## src/rtl/y86_pkg.sv

```systemverilog
// ----------------------------------------------------------------------------
// y86_pkg
// Shared definitions for the Y86 execute stage.
//   alu_op_t : ALU control encodings (add, subtract, AND, XOR)
//   ALU_CTRL_W : width of the ALU control field
// ----------------------------------------------------------------------------
package y86_pkg;

    localparam int ALU_CTRL_W = 2;

    typedef enum logic [ALU_CTRL_W-1:0] {
        ALU_ADD = 2'd0,
        ALU_SUB = 2'd1,
        ALU_AND = 2'd2,
        ALU_XOR = 2'd3
    } alu_op_t;

endpackage : y86_pkg

```

## src/rtl/y86_adder.sv

```systemverilog
// ----------------------------------------------------------------------------
// y86_adder
// WIDTH-bit two's complement adder with carry-in.
//   a, b     : operands
//   cin      : carry into bit 0
//   sum      : a + b + cin, modulo 2^WIDTH
//   carry    : carry out of bit WIDTH-1
//   overflow : signed overflow (operands agree in sign, result does not)
// ----------------------------------------------------------------------------
module y86_adder #(
    parameter int WIDTH = 64
) (
    input  logic [WIDTH-1:0] a,
    input  logic [WIDTH-1:0] b,
    input  logic             cin,
    output logic [WIDTH-1:0] sum,
    output logic             carry,
    output logic             overflow
);

    logic [WIDTH:0] full_sum;

    always_comb begin
        full_sum = {1'b0, a} + {1'b0, b} + {{WIDTH{1'b0}}, cin};
        sum      = full_sum[WIDTH-1:0];
        carry    = full_sum[WIDTH];
        overflow = (a[WIDTH-1] == b[WIDTH-1]) && (full_sum[WIDTH-1] != a[WIDTH-1]);
    end

endmodule : y86_adder

```

## src/rtl/y86_alu.sv

```systemverilog
// ----------------------------------------------------------------------------
// y86_alu
// Y86 execute-stage ALU with registered condition codes.
//   clock              : rising-edge clock
//   reset_n            : asynchronous active-low reset (clears zf/sf/of only)
//   en                 : when high, load condition codes on this edge
//   control            : 0 add, 1 subtract, 2 AND, 3 XOR
//   input1, input2     : two's complement operands
//   alu_out            : combinational result
//   alu_carry_out      : combinational carry (add) / borrow (sub), 0 for logic
//   alu_overflow_check : combinational signed overflow, 0 for logic
//   zf, sf, of         : registered zero / sign / overflow flags
// ----------------------------------------------------------------------------
module y86_alu
    import y86_pkg::*;
#(
    parameter int WIDTH = 64
) (
    input  logic                  clock,
    input  logic                  reset_n,
    input  logic                  en,
    input  logic [ALU_CTRL_W-1:0] control,
    input  logic [WIDTH-1:0]      input1,
    input  logic [WIDTH-1:0]      input2,
    output logic [WIDTH-1:0]      alu_out,
    output logic                  alu_carry_out,
    output logic                  alu_overflow_check,
    output logic                  zf,
    output logic                  sf,
    output logic                  of
);

    alu_op_t          op;
    logic             is_sub;
    logic [WIDTH-1:0] add_b;
    logic [WIDTH-1:0] add_sum;
    logic             add_carry;
    logic             add_ovf;

    assign op     = alu_op_t'(control);
    assign is_sub = (op == ALU_SUB);

    // Subtraction reuses the adder as input1 + ~input2 + 1.
    assign add_b  = is_sub ? ~input2 : input2;

    y86_adder #(
        .WIDTH (WIDTH)
    ) u_adder (
        .a        (input1),
        .b        (add_b),
        .cin      (is_sub),
        .sum      (add_sum),
        .carry    (add_carry),
        .overflow (add_ovf)
    );

    always_comb begin
        alu_out            = add_sum;
        alu_carry_out      = 1'b0;
        alu_overflow_check = 1'b0;
        case (op)
            ALU_ADD: begin
                alu_out            = add_sum;
                alu_carry_out      = add_carry;
                alu_overflow_check = add_ovf;
            end
            ALU_SUB: begin
                // Borrow is the inverse of the carry out of a + ~b + 1.
                alu_out            = add_sum;
                alu_carry_out      = ~add_carry;
                alu_overflow_check = add_ovf;
            end
            ALU_AND: alu_out = input1 & input2;
            ALU_XOR: alu_out = input1 ^ input2;
            default: alu_out = add_sum;
        endcase
    end

    always_ff @(posedge clock or negedge reset_n) begin
        if (!reset_n) begin
            zf <= 1'b0;
            sf <= 1'b0;
            of <= 1'b0;
        end else if (en) begin
            zf <= (alu_out == '0);
            sf <= alu_out[WIDTH-1];
            of <= alu_overflow_check;
        end
    end

endmodule : y86_alu

```

## config.mk

```make
export PLATFORM = sky130hd
export DESIGN_NAME = y86_alu
export DESIGN_NICKNAME = d
export VERILOG_FILES = /design/src/rtl/y86_pkg.sv /design/src/rtl/y86_adder.sv /design/src/rtl/y86_alu.sv
export SDC_FILE = /design/constraint.sdc
export NUM_CORES = 1
export LEC_CHECK = 0
export ABC_AREA = 1
export CAP_MARGIN = 10
export CORE_UTILIZATION = 30
export CTS_BUF_LIST = sky130_fd_sc_hd__clkbuf_4 sky130_fd_sc_hd__clkbuf_8
export CTS_CLUSTER_DIAMETER = 30
export CTS_CLUSTER_SIZE = 20
export DETAILED_ROUTE_END_ITERATION = 12
export PLACE_DENSITY = 0.59
export SLEW_MARGIN = 20
export SYNTH_ARGS = -nofsm -noshare
export SYNTH_HDL_FRONTEND = slang
export SYNTH_HIERARCHICAL = 1
export SYNTH_SLANG_ARGS = --single-unit
```

## constraint.sdc

```tcl
create_clock -name clock -period 10.31 [get_ports clock]
set_input_delay 2.5775 -clock clock [delete_from_list [all_inputs] [get_ports clock]]
set_output_delay 2.5775 -clock clock [all_outputs]
set_load 0.03 [all_outputs]
```

After elaboration in Yosys (flattened, before gate mapping)
Cells that the tools add are included.
{"block": "word_totals", "reg_bits": 3, "in_bits": 133, "out_inout_bits": 69, "elab_cells": 22}
{"block": "classes", "n_addsub": 2, "eq_ne": 5, "n_mux": 4, "bitwise": 4, "n_reduce_logical": 4}
{"cell": "64-bit one-hot mux with 3 select lines", "n": 1}
{"cell": "64-bit by 64-bit adder with 65-bit output", "n": 1}
{"cell": "65-bit by 1-bit adder with 65-bit output", "n": 1}
{"cell": "64-bit bitwise AND", "n": 1}
{"cell": "64-bit zero test", "n": 1}
{"cell": "64-bit 2-to-1 mux", "n": 1}
{"cell": "64-bit inverter", "n": 1}
{"cell": "64-bit XOR", "n": 1}
{"cell": "2-bit equality test, second input constant", "n": 2}
{"cell": "2-bit by 1-bit equality test with 1-bit output, second input constant", "n": 1}
{"cell": "2-bit zero test", "n": 1}
{"cell": "1-bit one-hot mux with 2 select lines", "n": 1}
{"cell": "2-bit OR reduction", "n": 1}
{"cell": "1-bit equality test", "n": 1}
{"cell": "1-bit logical AND", "n": 1}
{"cell": "1-bit 2-to-1 mux", "n": 1}
{"cell": "1-bit != test", "n": 1}
{"cell": "1-bit inverter", "n": 1}

Depth between registers and ports, before layout
Gate-level depths: netlist (run 1).
{"block": "logic_depth", "word_depth": 7, "depth_mapped": 29, "ltp_nobuf": 26}

Modules after synthesis
The synthesis (run 1) kept the hierarchy.
{"module": "y86_adder", "instances": 1, "cells_per_inst": 1085, "area_per_inst_um2": 5411.4, "seq_area_each_um2": 0.0}
{"module": "y86_alu", "instances": 1, "cells_per_inst": 543, "area_per_inst_um2": 3263.1, "seq_area_each_um2": 75.1}

Worst setup path before layout (run 1)
Ideal clock, no wire load.
{"block": "synth_timing", "path_type": "input to output", "from": "input port control[0]", "to": "output port alu_carry_out", "t_arrival_ns": 5.529, "required_ns": 7.733, "slack_ns": 2.204, "cell_stages": 20, "path_buffers": 3, "cell_sequence": "buf_4 > inv_2 > buf_6 > nor2_1 > buf_2 > xor2_1 > fa_1 > fa_1 > nand3_1 > nand2_2 > nand2_1 > nand3_2 > nand3_1 > nand3_1 > nand2_1 > nand3_1 > nand2_1 > nand2_1 > xnor2_1 > nor2_1"}
{"block": "synth_via", "elab_chain_len": 6, "elab_cells_between_ends": 7, "cone_classes": "2 x add/sub; 1 x eq/ne; 2 x mux; 1 x bitwise; 1 x reduce/logical"}
{"element": "start, declared", "line": "y86_alu.sv:22", "rtl": "input logic [ALU_CTRL_W-1:0] control,"}
{"element": "2-bit by 1-bit equality test with 1-bit output *", "line": "y86_alu.sv:41", "rtl": "assign is_sub = (op == ALU_SUB);"}
{"element": "64-bit 2-to-1 mux *", "line": "y86_alu.sv:44", "rtl": "assign add_b = is_sub ? ~input2 : input2;"}
{"element": "net add_b[0]", "line": "y86_alu.sv:35", "rtl": "logic [WIDTH-1:0] add_b;"}
{"element": "64-bit by 64-bit adder with 65-bit output *", "line": "y86_adder.sv:24", "rtl": "full_sum = {1'b0, a} + {1'b0, b} + {{WIDTH{1'b0}}, cin};"}
{"element": "65-bit by 1-bit adder with 65-bit output *", "line": "y86_adder.sv:24"}
{"element": "net add_carry", "line": "y86_alu.sv:37", "rtl": "logic add_carry;"}
{"element": "1-bit inverter", "line": "y86_alu.sv:70", "rtl": "alu_carry_out = ~add_carry;"}
{"element": "1-bit one-hot mux with 2 select lines *", "line": "y86_alu.sv:61", "rtl": "case (op)"}
{"element": "end, declared", "line": "y86_alu.sv:26", "rtl": "output logic alu_carry_out,"}
Mark *: on every way through the listed nets, which the timed path passes. The rest lies on a longest branch.

Final worst setup path (run 1)
{"block": "layout_timing", "from": "input port control[0]", "to": "output port alu_out[34]"}
{"block": "layout_via", "elab_chain_len": 5, "elab_cells_between_ends": 9, "cone_classes": "2 x add/sub; 3 x eq/ne; 2 x mux; 2 x reduce/logical"}
{"element": "2-bit by 1-bit equality test with 1-bit output", "line": "y86_alu.sv:41"}
{"element": "64-bit 2-to-1 mux", "line": "y86_alu.sv:44"}
{"element": "net add_b[18]", "line": "y86_alu.sv:35"}
{"element": "64-bit by 64-bit adder with 65-bit output", "line": "y86_adder.sv:24"}
{"element": "65-bit by 1-bit adder with 65-bit output", "line": "y86_adder.sv:24"}
{"element": "net add_sum[34]", "line": "y86_alu.sv:36", "rtl": "logic [WIDTH-1:0] add_sum;"}
{"element": "64-bit one-hot mux with 3 select lines", "line": "y86_alu.sv:61"}
{"element": "end, declared", "line": "y86_alu.sv:25", "rtl": "output logic [WIDTH-1:0] alu_out,"}
The timed path passes the listed nets, and every way through them passes these cells.

==> PnR_summary.wiki, run 1 <==
{| class="wikitable"
! Metric !! Value
|-
| Required arrival time at the worst endpoint || 7.73 ns
|-
| Share of total power consumed by net switching || 59.9%
|-
| Start-to-end type of the worst setup path || in -> out
|-
| CTS Buffer Depth || 2
|-
| Clock tree from TritonCTS || built
|-
| Post-synth top cells || sky130_fd_sc_hd__nand2_1, sky130_fd_sc_hd__inv_1, sky130_fd_sc_hd__nor2_1
|-
| Endpoint type of the worst setup path || primary output
|-
| Pwr/cell area || 94.3 nW/um2
|-
| Number of levels the H-tree was split into || 1
|-
| Final weighted congestion in routability-driven placement || 0.956
|-
| Number of antenna violations at the first check in global routing || 0
|-
| Post-DP HPWL || 32,800 um
|-
| Switch Pwr || 633 uW
|-
| Share of Yosys cell area claimed by the top area cell type || 23.7%
|-
| Vias post-DR || 10,600
|-
| Height of the die || 172 um
|-
| Syn Area/Cell || 5.33 um2
|-
| Status || finished clean
|-
| Slowest CP cell || sky130_fd_sc_hd__clkdlybuf4s50_1
|-
| Setup violation total in the final timing report || 0
|-
| Maximum number of pins on one net before global-route repair || 57
|-
| Worst path buffer plus inverter count || 4
|-
| Static leakage || 5.88 nW
|-
| GRT Util Overall || 25.2%
|-
| Share of synthesized registers carrying an async set or reset || 100%
|-
| Wire length of the first global-routing pass || 57,600 um
|-
| Storage element area || 75.1 um2
|-
| Largest driver fanout on the critical path || 24
|-
| Max frequency || 105 MHz
|-
| Largest cells by area after synthesis || sky130_fd_sc_hd__nand2_1, sky130_fd_sc_hd__ha_1, sky130_fd_sc_hd__xor2_1, sky130_fd_sc_hd__inv_1, sky130_fd_sc_hd__nand3_1
|-
| Startpoint kind of the worst setup timing path || input port
|-
| Number of ports placed on the die boundary || 202
|-
| Standard cell core area || 28,100 um2
|-
| Post-cts gate resize count || 0
|-
| Post-place setup slack || 0.851 ns
|-
| Worst R2R Setup Slack || 9.67 ns
|-
| Crit-path leading delay family || simple AND/OR/NAND/NOR gates
|-
| Total of buffers placed on input and output ports || 201
|-
| Clock Latency Late Sink || 0.21 ns
|-
| Antenna Nets Post-Route || 0
|-
| Syn-to-layout area delta || 29.1%
|-
| Internal Power || 423 uW
|-
| CTS Sinks || 3
|-
| Clock power frac || 3.5%
|-
| Synthesized Nets || 1,890
|-
| Seq cells post-synth || 3
|-
| Vias per Instance || 4.84
|-
| First-pass iteration count of the detailed router || 5
|-
| Flip-flop cell with the highest count after synthesis || sky130_fd_sc_hd__dfrtp_1
|-
| Time the worst path needs with I/O delays and setup || 9.51 ns
|-
| Post-layout nets || 2,070
|-
| Fill count || 3,257
|-
| DP Area || 11,100 um2
|-
| Max-Cap Viols || 0
|-
| Fraction of power consumed by combinational cells || 95.2%
|-
| Synthesized area || 8670 um2
|-
| Post-route DRC violation count || 0
|-
| Pin slew with the least headroom to its limit || 0.888 ns
|-
| Biggest area consumer among synthesized cells || sky130_fd_sc_hd__nand2_1
|-
| Vias in the first global route || 10,400
|-
| Worst slack on hold paths || 0.479 ns
|-
| Post-synth EDFFs || 0
|-
| Sum of negative setup slack || 0 ns
|-
| Die area || 29,600 um2
|-
| Largest stage delay on the critical path || 0.67 ns
|-
| Count of final max-slew check failures || 0
|-
| Fin. Hold Viols || 0
|-
| Worst-case headroom to the max-slew limit || 40.7%
|-
| Syn Inst Count || 1,628
|-
| CTS clock-pin slew for the worst setup and hold paths || 0.03 ns
|-
| Library cells used by synthesis || 41
|-
| Finished Cell Area || 11,200 um2
|-
| Share of layout cells above drive strength 1 || 6.20%
|-
| Total chip power || 1.06 mW
|-
| Post-CTS Repair Setup Buffers || 0
|-
| Number of core rows || 61
|-
| Die width || 172 um
|-
| Average routed wire per standard cell || 17.0 um
|-
| Largest clock skew in the final design || 0 ns
|-
| Min-Delay Path Class || reg -> reg
|-
| Worst VDD drop || 68.1 uV
|-
| Post-detailed-routing wire length || 37,200 um
|-
| Series of cell instances along the critical path || clkdlybuf4s50_1 -> inv_2 -> nor2_4 -> buf_4 -> xor2_1 -> ha_1 -> nand2_1 -> nor2_1 -> nand2_1 -> nor2_1 -> nand3_1 -> nand3_1 -> xor2_1 -> nand2_1 -> nand3_1 -> clkdlybuf4s50_1
|-
| Initial Utilization || 30.9%
|-
| Final worst setup slack || 0.802 ns
|-
| Synth warn || 6
|-
| Setup repair after global routing missed its margin || false
|-
| Sequential-to-total area share from yosys stat || 0.865%
|-
| Diodes inserted || 0
|-
| Share of power burned in registers || 1.3%
|-
| Most used standard cell by instance count after synthesis || sky130_fd_sc_hd__nand2_1
|-
| Share of the clock period used by the worst path || 92.2%
|-
| Hold-fix buffer count after cts || 0
|-
| Residual overflow from global routing || 0
|-
| Master cell of the clock root buffer || sky130_fd_sc_hd__clkbuf_8
|-
| 1st-iter DRT viols || 671
|-
| Cts bufs inserted || 3
|-
| Data arrival time of the critical path || 6.93 ns
|-
| Area of the multi-input gates || 7450 um2
|}
cell type report:
| class | instances | share of cell area (%) |
|---|---|---|
| multi-input combinational | 1351 | 66.5 |
| clock buffer | 4 | 0.436 |
| tap | 378 | 4.22 |
| inverter | 243 | 8.19 |
| timing repair buffer | 206 | 20.0 |
| sequential | 3 | 0.670 |
state kept, by name (all words and copies together) (netlist names):
register,count
of,1
zf,1
sf,1
power groups by stage:
stage | sequential, mW | combinational, mW | clock, mW
6_report | 0.0139 | 1.01 | 0.0367
5_1_grt | 0.0140 | 1.11 | 0.0397
4_1_cts | 0.0139 | 1.01 | 0.0375
3_5_place_dp | 0.0140 | 1.00 | 0
3_3_place_gp | 0.0139 | 1.00 | 0
2_1_floorplan | 0.0163 | 0.610 | 0
cell usage in the layout, fill, tap and decap left out, types with 2 or more instances in the layout:
| cell | n |
|---|---|
| sky130_fd_sc_hd__nand4_1 | 9 |
| sky130_fd_sc_hd__o21a_1 | 2 |
| sky130_fd_sc_hd__nor4_1 | 3 |
| sky130_fd_sc_hd__ha_1 | 127 |
| sky130_fd_sc_hd__nor3_4 | 2 |
| sky130_fd_sc_hd__o21ai_0 | 35 |
| sky130_fd_sc_hd__nand2_1 | 547 |
| sky130_fd_sc_hd__nor2_4 | 2 |
| sky130_fd_sc_hd__xnor2_1 | 3 |
| sky130_fd_sc_hd__nand3_1 | 152 |
| sky130_fd_sc_hd__xor2_1 | 101 |
| sky130_fd_sc_hd__and2_1 | 2 |
| sky130_fd_sc_hd__inv_2 | 11 |
| sky130_fd_sc_hd__a21oi_1 | 85 |
| sky130_fd_sc_hd__buf_4 | 13 |
| sky130_fd_sc_hd__fa_1 | 2 |
| sky130_fd_sc_hd__nand3_2 | 5 |
| sky130_fd_sc_hd__inv_1 | 229 |
| sky130_fd_sc_hd__inv_4 | 2 |
| sky130_fd_sc_hd__o21bai_1 | 14 |
| sky130_fd_sc_hd__buf_12 | 21 |
| sky130_fd_sc_hd__nor3_1 | 18 |
| sky130_fd_sc_hd__clkbuf_8 | 3 |
| sky130_fd_sc_hd__nor2_1 | 185 |
| sky130_fd_sc_hd__nand3b_1 | 2 |
| sky130_fd_sc_hd__nand2_2 | 25 |
| sky130_fd_sc_hd__clkdlybuf4s50_1 | 171 |
| sky130_fd_sc_hd__nor2_2 | 17 |
| sky130_fd_sc_hd__nor3_2 | 3 |
| sky130_fd_sc_hd__dfrtp_1 | 3 |
path summary, 6_finish.rpt:
check | cells past startpoint | start | end
setup reg to reg | 2 | sf | sf
hold / removal | 2 | zf | zf
hold reg to reg | 2 | zf | zf
max in group asynchronous | 1 | reset_n | sf
setup / recovery | 16 | control[0] | alu_out[34]
min in group asynchronous | 1 | reset_n | zf
layer usage:
layer	up-vias	GRT usage, %	wire [um]
met5	-	0	0
met4	0	3.35	461
met3	19	1.03	1780
met2	277	41.1	16200
met1	4796	37.1	18800
li1	5492	-	-
cells by family (layout without fill, tap and decap cells):
| logic type | after synthesis | after routing | synth area share (%) |
|---|---|---|---|
| xor gates and xnor gates | 104 | 104 | 10.5 |
| and+or+nand+nor | 975 | 975 | 47.5 |
| DFF | 3 | 3 | 0.865 |
| adders and majority gates | 129 | 129 | 18.8 |
| AOI/OAI and AO/OA | 143 | 143 | 9.04 |
| buffers and inverters | 274 | 453 | 13.3 |
metrics by stage:
step | utilization, % | cells
detailed placement | 39.7 | 2181
finish | 39.9 | 2185
global placement | 39.7 | 2181
floorplan | - | 1628
CTS | 39.9 | 2185
global route | 39.9 | 2185
worst min-delay path: stages, from the launching register on:
cell                      delay [ns]
sky130_fd_sc_hd__dfrtp_1        0.33
sky130_fd_sc_hd__nand2_1        0.05
sky130_fd_sc_hd__nand2_1        0.06
Power figures use the tool's default switching activity.
==> run 2, diff against run 1 <==
--- a/constraint.sdc
+++ b/constraint.sdc
@@ -3,2 +3,2 @@
 set_output_delay 2.5775 -clock clock [all_outputs]
-set_load 0.03 [all_outputs]
+set_load 0.01 [all_outputs]
==> run 2 against run 1 <==
Against the previous run: critical path depth up 6; design area down 1.7%; power down 11%; flip-flop and latch count unchanged; global-route usage down 0.40 points; register-to-register slack about the same; first-iteration DRC count down 3.3%; worst hold slack worse by 0.0034 ns; fmax up 1.4%; critical endpoint is now alu_out[61]; highest routed layer unchanged.
==> PnR_summary.wiki, run 2 (synthesis gave the netlist of run 1 again) <==
{| class="wikitable"
! Metric !! Value
|-
| Worst path buffer plus inverter count || 6
|-
| Setup violation total in the final timing report || 0
|-
| Post-CTS Repair Setup Buffers || 0
|-
| Largest registers || of: 1 flops, sf: 1 flops, zf: 1 flops
|-
| Total of buffers placed on input and output ports || 201
|-
| Startpoint kind of the worst setup timing path || input port
|-
| CTS clock-pin slew for the worst setup and hold paths || 0.03 ns
|-
| Commonest cells after routing, fill and taps aside || sky130_fd_sc_hd__nand2_1, sky130_fd_sc_hd__inv_1, sky130_fd_sc_hd__clkdlybuf4s50_1
|-
| Worst-case headroom to the max-slew limit || 44.6%
|-
| Hold-fix buffer count after cts || 0
|-
| Pin slew with the least headroom to its limit || 0.829 ns
|-
| Area of the multi-input gates || 7450 um2
|-
| GRT Util Overall || 24.8%
|-
| Storage element area || 75.1 um2
|-
| Fin. Hold Viols || 0
|-
| Clock tree from TritonCTS || built
|-
| Vias post-DR || 10,400
|-
| Endpoint type of the worst setup path || primary output
|-
| Post-layout util || 39.2%
|-
| Largest stage delay on the critical path || 0.49 ns
|-
| Most repeated library cell on the critical path || sky130_fd_sc_hd__nand2_1
|-
| Height of the die || 172 um
|-
| Post-layout nets || 2,068
|-
| Worst VDD drop || 76.0 uV
|-
| Clock power frac || 4.0%
|-
| Share of total power consumed by net switching || 58.0%
|-
| Pwr/cell area || 85.2 nW/um2
|-
| Data arrival time of the critical path || 6.80 ns
|-
| Fill count || 3,273
|-
| 1st-iter DRT viols || 649
|-
| Cts bufs inserted || 3
|-
| Diodes inserted || 0
|-
| Largest clock skew in the final design || 0 ns
|-
| Vias per Instance || 4.78
|-
| Vias in the first global route || 10,200
|-
| Master cell of the clock root buffer || sky130_fd_sc_hd__clkbuf_8
|-
| Share of the clock period used by the worst path || 91.0%
|-
| Count of final max-slew check failures || 0
|-
| Clock Latency Late Sink || 0.22 ns
|-
| Status || finished clean
|-
| Share of layout cells above drive strength 1 || 4.49%
|-
| Initial Utilization || 30.9%
|-
| Antenna Nets Post-Route || 0
|-
| Min-Delay Path Class || reg -> reg
|-
| Post-route DRC violation count || 0
|-
| Fraction of power consumed by combinational cells || 94.6%
|-
| Max-Cap Viols || 0
|-
| CTS Buffer Depth || 2
|-
| Maximum number of pins on one net before global-route repair || 65
|-
| CTS Sinks || 3
|-
| Max frequency || 107 MHz
|-
| Sum of negative setup slack || 0 ns
|-
| Die width || 172 um
|-
| Average routed wire per standard cell || 16.9 um
|-
| Number of antenna violations at the first check in global routing || 1
|-
| Number of core rows || 61
|-
| Internal Power || 394 uW
|-
| Final weighted congestion in routability-driven placement || 0.928
|-
| Total chip power || 938 uW
|-
| Slowest CP cell || sky130_fd_sc_hd__clkdlybuf4s50_1
|-
| Post-DP HPWL || 32,200 um
|-
| Start-to-end type of the worst setup path || in -> out
|-
| Time the worst path needs with I/O delays and setup || 9.38 ns
|-
| Static leakage || 5.75 nW
|-
| Setup repair after global routing missed its margin || false
|-
| Residual overflow from global routing || 0
|-
| Wire length of the first global-routing pass || 56,600 um
|-
| Share of power burned in registers || 1.5%
|-
| Largest driver fanout on the critical path || 64
|-
| Required arrival time at the worst endpoint || 7.73 ns
|-
| Syn-to-layout area delta || 26.9%
|-
| Post-detailed-routing wire length || 36,900 um
|-
| Post-cts gate resize count || 0
|-
| Number of levels the H-tree was split into || 1
|-
| Series of cell instances along the critical path || clkdlybuf4s50_1 -> inv_2 -> nor2_4 -> buf_12 -> xor2_1 -> ha_1 -> nand2_1 -> nand2_1 -> o21bai_1 -> a21oi_1 -> nand2_2 -> nand2_1 -> nand2_2 -> nand2_1 -> nand2_1 -> nand2_1 -> nand2_1 -> inv_1 -> nor2_1 -> nor3_1 -> inv_1 -> clkdlybuf4s50_1
|-
| Crit-path leading delay family || buffers and inverters
|-
| Number of ports placed on the die boundary || 202
|-
| First-pass iteration count of the detailed router || 5
|-
| Leading cell type in the layout, fill and taps excluded || sky130_fd_sc_hd__nand2_1
|-
| Die area || 29,600 um2
|-
| Standard cell core area || 28,100 um2
|-
| Switch Pwr || 544 uW
|}
==> run 2: cell count changes in the layout (fill, tap and decap cells not counted) <==
cell | before | now
sky130_fd_sc_hd__buf_4 | 13 | 2
sky130_fd_sc_hd__clkdlybuf4s50_1 | 171 | 200
sky130_fd_sc_hd__buf_12 | 21 | 1
==> run 2: path summary, 6_finish.rpt <==
| check | cells after the start | to | slack [ns] | start |
|---|---|---|---|---|
| min | 2 | zf | 0.48 | zf |
| max | 22 | alu_out[61] | 0.93 | control[0] |
| min in group asynchronous | 1 | of | 2.54 | reset_n |
| min reg2reg | 2 | zf | 0.48 | zf |
| max in group asynchronous | 1 | sf | 7.62 | reset_n |
| max reg2reg | 2 | sf | 9.67 | sf |
==> run 2: power by group through the flow <==
stage | registers (mW) | logic [mW] | clock network [mW]
6_report | 0.0138 | 0.887 | 0.0373
5_1_grt | 0.0140 | 0.982 | 0.0398
4_1_cts | 0.0139 | 0.887 | 0.0382
3_5_place_dp | 0.0140 | 0.881 | 0
3_3_place_gp | 0.0139 | 0.883 | 0
2_1_floorplan | 0.0144 | 0.530 | 0
==> run 2: per-stage QoR <==
step	std cells	worst slack (ns)	cell area [um2]	hold WS, ns
final	2183	0.932	11000	0.475
after global routing	2183	0.637	11000	0.499
after CTS	2183	0.957	11000	0.481
after detailed placement	2179	0.992	11000	0.474
after global placement	2179	0.970	11000	0.468
after floorplan	1628	2.32	8670	0.515
==> run 2: layout make-up <==
cell class              count  share of cell area, %
clock buffers               4                  0.443
inverters                 243                   8.33
multi-input cells        1351                   67.7
flip-flops and latches      3                  0.682
well taps                 378                   4.30
repair buffers            204                   18.6
==> run 2: routing by layer <==
layer	GRT usage (%)	routed length, um	vias up
met1	36.2	18600	4687
met4	2.54	335	0
met3	0.824	1630	14
met5	0	0	-
li1	-	-	5469
met2	41.3	16300	264
==> run 2: tightest hold or removal path: cells and delay by family (launching register included) <==
| kind | cells | cell delay, ns |
|---|---|---|
| and+or+nand+nor | 2 | 0.11 |
| DFF | 1 | 0.33 |
==> run 3, diff against run 2 <==
Settings changed: HOLD_SLACK_MARGIN from default to 0.08, PLACE_DENSITY 0.59 to 0.58, SYNTH_HIERARCHICAL 1 to default.
==> run 3 against run 2 <==
Against the previous run: critical path depth is 6 lower; fmax is 0.81% higher; non-clock buffer count is 5 higher; critical path type unchanged; largest cell class unchanged.
==> PnR_summary.wiki, run 3 <==
{| class="wikitable"
! Metric !! Value
|-
| Post-CTS Repair Setup Buffers || 0
|-
| Switch Pwr || 538 uW
|-
| Most used standard cell by instance count after synthesis || sky130_fd_sc_hd__nand2_1
|-
| Library cells used by synthesis || 38
|-
| Synthesized area || 8810 um2
|-
| Post-route DRC violation count || 0
|-
| Share of Yosys cell area claimed by the top area cell type || 24.3%
|-
| CTS clock-pin slew for the worst setup and hold paths || 0.03 ns
|-
| Most repeated library cell on the critical path || sky130_fd_sc_hd__nand3_1
|-
| Max-Cap Viols || 0
|-
| Largest stage delay on the critical path || 0.57 ns
|-
| Average routed wire per standard cell || 16.9 um
|-
| Clock Latency Late Sink || 0.21 ns
|-
| CTS Sinks || 3
|-
| Time the worst path needs with I/O delays and setup || 9.30 ns
|-
| Biggest area consumer among synthesized cells || sky130_fd_sc_hd__nand2_1
|-
| Slowest CP cell || sky130_fd_sc_hd__clkdlybuf4s50_1
|-
| Standard cell core area || 28,800 um2
|-
| Synth warn || 0
|-
| Share of synthesized registers carrying an async set or reset || 100%
|-
| Required arrival time at the worst endpoint || 7.73 ns
|-
| Residual overflow from global routing || 0
|-
| Sum of negative setup slack || 0 ns
|-
| Largest driver fanout on the critical path || 23
|-
| Hold-fix buffer count after cts || 0
|-
| Post-cts gate resize count || 0
|-
| Detail Route met3 WL || 2270 um
|-
| Die width || 173 um
|-
| Data arrival time of the critical path || 6.73 ns
|-
| Post-layout nets || 2,125
|-
| CTS Buffer Depth || 2
|-
| Number of ports placed on the die boundary || 202
|-
| Largest registers || of: 1 flops, sf: 1 flops, zf: 1 flops
|-
| Internal Power || 388 uW
|-
| Met1 WL || 19,000 um
|-
| Total of buffers placed on input and output ports || 201
|-
| Post-synth EDFFs || 0
|-
| Vias per Instance || 4.90
|-
| Top sig layer || met4
|-
| Die area || 30,000 um2
|-
| Setup repair after global routing missed its margin || false
|-
| Master cell of the clock root buffer || sky130_fd_sc_hd__clkbuf_8
|-
| Commonest cells after routing, fill and taps aside || sky130_fd_sc_hd__nand2_1, sky130_fd_sc_hd__inv_1, sky130_fd_sc_hd__clkdlybuf4s50_1
|-
| Vias post-DR || 11,000
|-
| Final worst setup slack || 1.01 ns
|-
| Largest cells by area after synthesis || sky130_fd_sc_hd__nand2_1, sky130_fd_sc_hd__ha_1, sky130_fd_sc_hd__inv_1, sky130_fd_sc_hd__nor2_1, sky130_fd_sc_hd__nand3_1
|-
| Share of total power consumed by net switching || 58.1%
|-
| Seq cells post-synth || 3
|-
| Flip-flop cell with the highest count after synthesis || sky130_fd_sc_hd__dfrtp_1
|-
| Worst-case headroom to the max-slew limit || 26.0%
|-
| Maximum number of pins on one net before global-route repair || 59
|-
| Wire length of the first global-routing pass || 57,800 um
|-
| Diodes inserted || 0
|-
| Series of cell instances along the critical path || clkdlybuf4s50_1 -> buf_4 -> inv_6 -> nand2_4 -> buf_12 -> xnor2_1 -> ha_1 -> nand2_1 -> nor2_1 -> inv_1 -> nor3_1 -> nand3_1 -> nand3_1 -> nand3_1 -> nand2_1 -> clkdlybuf4s50_1
|-
| Largest clock skew in the final design || 0 ns
|-
| Height of the die || 173 um
|-
| Share of the clock period used by the worst path || 90.2%
|-
| Syn-to-layout area delta || 28.5%
|-
| Pin slew with the least headroom to its limit || 1.11 ns
|-
| Worst VDD drop || 72.6 uV
|-
| Routed wl met2 || 16,100 um
|-
| Fin. Hold Viols || 0
|-
| GRT Util Overall || 24.4%
|-
| Post-detailed-routing wire length || 37,900 um
|-
| Final weighted congestion in routability-driven placement || 0.991
|-
| Initial Utilization || 30.6%
|-
| Synthesized Nets || 1,937
|-
| Number of core rows || 62
|-
| Clock tree from TritonCTS || built
|-
| Count of final max-slew check failures || 0
|-
| Syn Area/Cell || 5.26 um2
|-
| Start-to-end type of the worst setup path || in -> out
|-
| Post-place setup slack || 1.14 ns
|-
| Sequential-to-total area share from yosys stat || 0.852%
|-
| 1st-iter DRT viols || 865
|-
| Antenna Nets Post-Route || 0
|-
| Endpoint type of the worst setup path || primary output
|-
| Startpoint kind of the worst setup timing path || input port
|-
| Share of power burned in registers || 1.5%
|-
| Min-Delay Path Class || reg -> reg
|-
| Fraction of power consumed by combinational cells || 94.6%
|-
| Post-DP HPWL || 32,700 um
|-
| Max frequency || 107 MHz
|-
| Share of layout cells above drive strength 1 || 3.06%
|-
| Fill count || 3,246
|-
| Pwr/cell area || 81.8 nW/um2
|-
| Cts bufs inserted || 3
|-
| Syn Inst Count || 1,674
|-
| Crit-path leading delay family || simple AND/OR/NAND/NOR gates
|-
| Number of levels the H-tree was split into || 1
|-
| Setup violation total in the final timing report || 0
|-
| First-pass iteration count of the detailed router || 8
|-
| Clock power frac || 4.0%
|-
| Static leakage || 6.07 nW
|-
| Leading cell type in the layout, fill and taps excluded || sky130_fd_sc_hd__nand2_1
|-
| Post-synth top cells || sky130_fd_sc_hd__nand2_1, sky130_fd_sc_hd__inv_1, sky130_fd_sc_hd__nor2_1
|-
| Number of antenna violations at the first check in global routing || 0
|-
| Status || finished clean
|-
| Vias in the first global route || 10,300
|-
| Worst path buffer plus inverter count || 6
|}
run 3: changes by cell type after synthesis, sizes merged, moves of 12 or more:
cell,delta
o21bai,+12
xnor2,+62
a22o,+57
nand3b,+20
nor3,-13
inv,+87
nand3,-36
o21ai,-16
nor2,-23
xor2,-100
a21oi,-21
nand2,+13
run 3: cell type report:
| type | count | area, um2 | area share, % |
|---|---|---|---|
| clock buffer | 4 | 48.8 | 0.431 |
| timing repair buffer | 209 | 2100 | 18.5 |
| inverter | 330 | 1240 | 11.0 |
| multi-input combinational | 1315 | 7370 | 65.1 |
| sequential | 3 | 75.1 | 0.663 |
| tap | 384 | 480 | 4.25 |
run 3: path summary, 6_finish.rpt:
check / to / slack (ns) / cells past startpoint / startpoint
setup / recovery: alu_out[49] / 1.01 / 16 / control[1]
hold / removal: of / 0.48 / 2 / of
setup reg to reg: sf / 9.67 / 2 / sf
hold reg to reg: of / 0.48 / 2 / of
max in group asynchronous: zf / 7.61 / 1 / reset_n
min in group asynchronous: sf / 2.55 / 1 / reset_n
run 3: per-layer routing:
| metal | up-vias | track usage [%] |
|---|---|---|
| met4 | 0 | 2.80 |
| met3 | 29 | 1.43 |
| li1 | 5637 | - |
| met2 | 372 | 39.4 |
| met1 | 4967 | 36.2 |
| met5 | - | 0 |
run 3: kinds of logic after synthesis:
family	after synthesis	share of synthesized area, %
xor+xnor	66	6.56
compound gates	183	14.1
flops	3	0.852
fa+ha+maj	130	18.6
simple gates	936	44.5
buf+inv	356	15.5
run 3: worst reg2reg max path, delay by kind of cell, from the launching register on:
kind            cells  cell delay (ns)
flops               1             0.37
simple gates        1             0.07
compound gates      1             0.08
run 3: power by group through the flow:
stage | clock (mW) | combinational [mW] | sequential, mW
after floorplan | 0 | 0.511 | 0.0142
after global placement | 0 | 0.860 | 0.0136
after detailed placement | 0 | 0.860 | 0.0138
after CTS | 0.0377 | 0.866 | 0.0137
after global routing | 0.0390 | 0.960 | 0.0138
final | 0.0366 | 0.876 | 0.0137
run 3: per-stage QoR:
stage               hold slack (ns)  cells  utilization (%)  total power [mW]  area, um2
detailed placement            0.477   2241             39.2             0.874      11300
floorplan                     0.515   1674                -             0.525       8810
CTS                           0.490   2245             39.3             0.917      11300
global placement              0.466   2241             39.2             0.873      11300
finish                        0.484   2245             39.3             0.926      11300
global route                  0.532   2245             39.3              1.01      11300
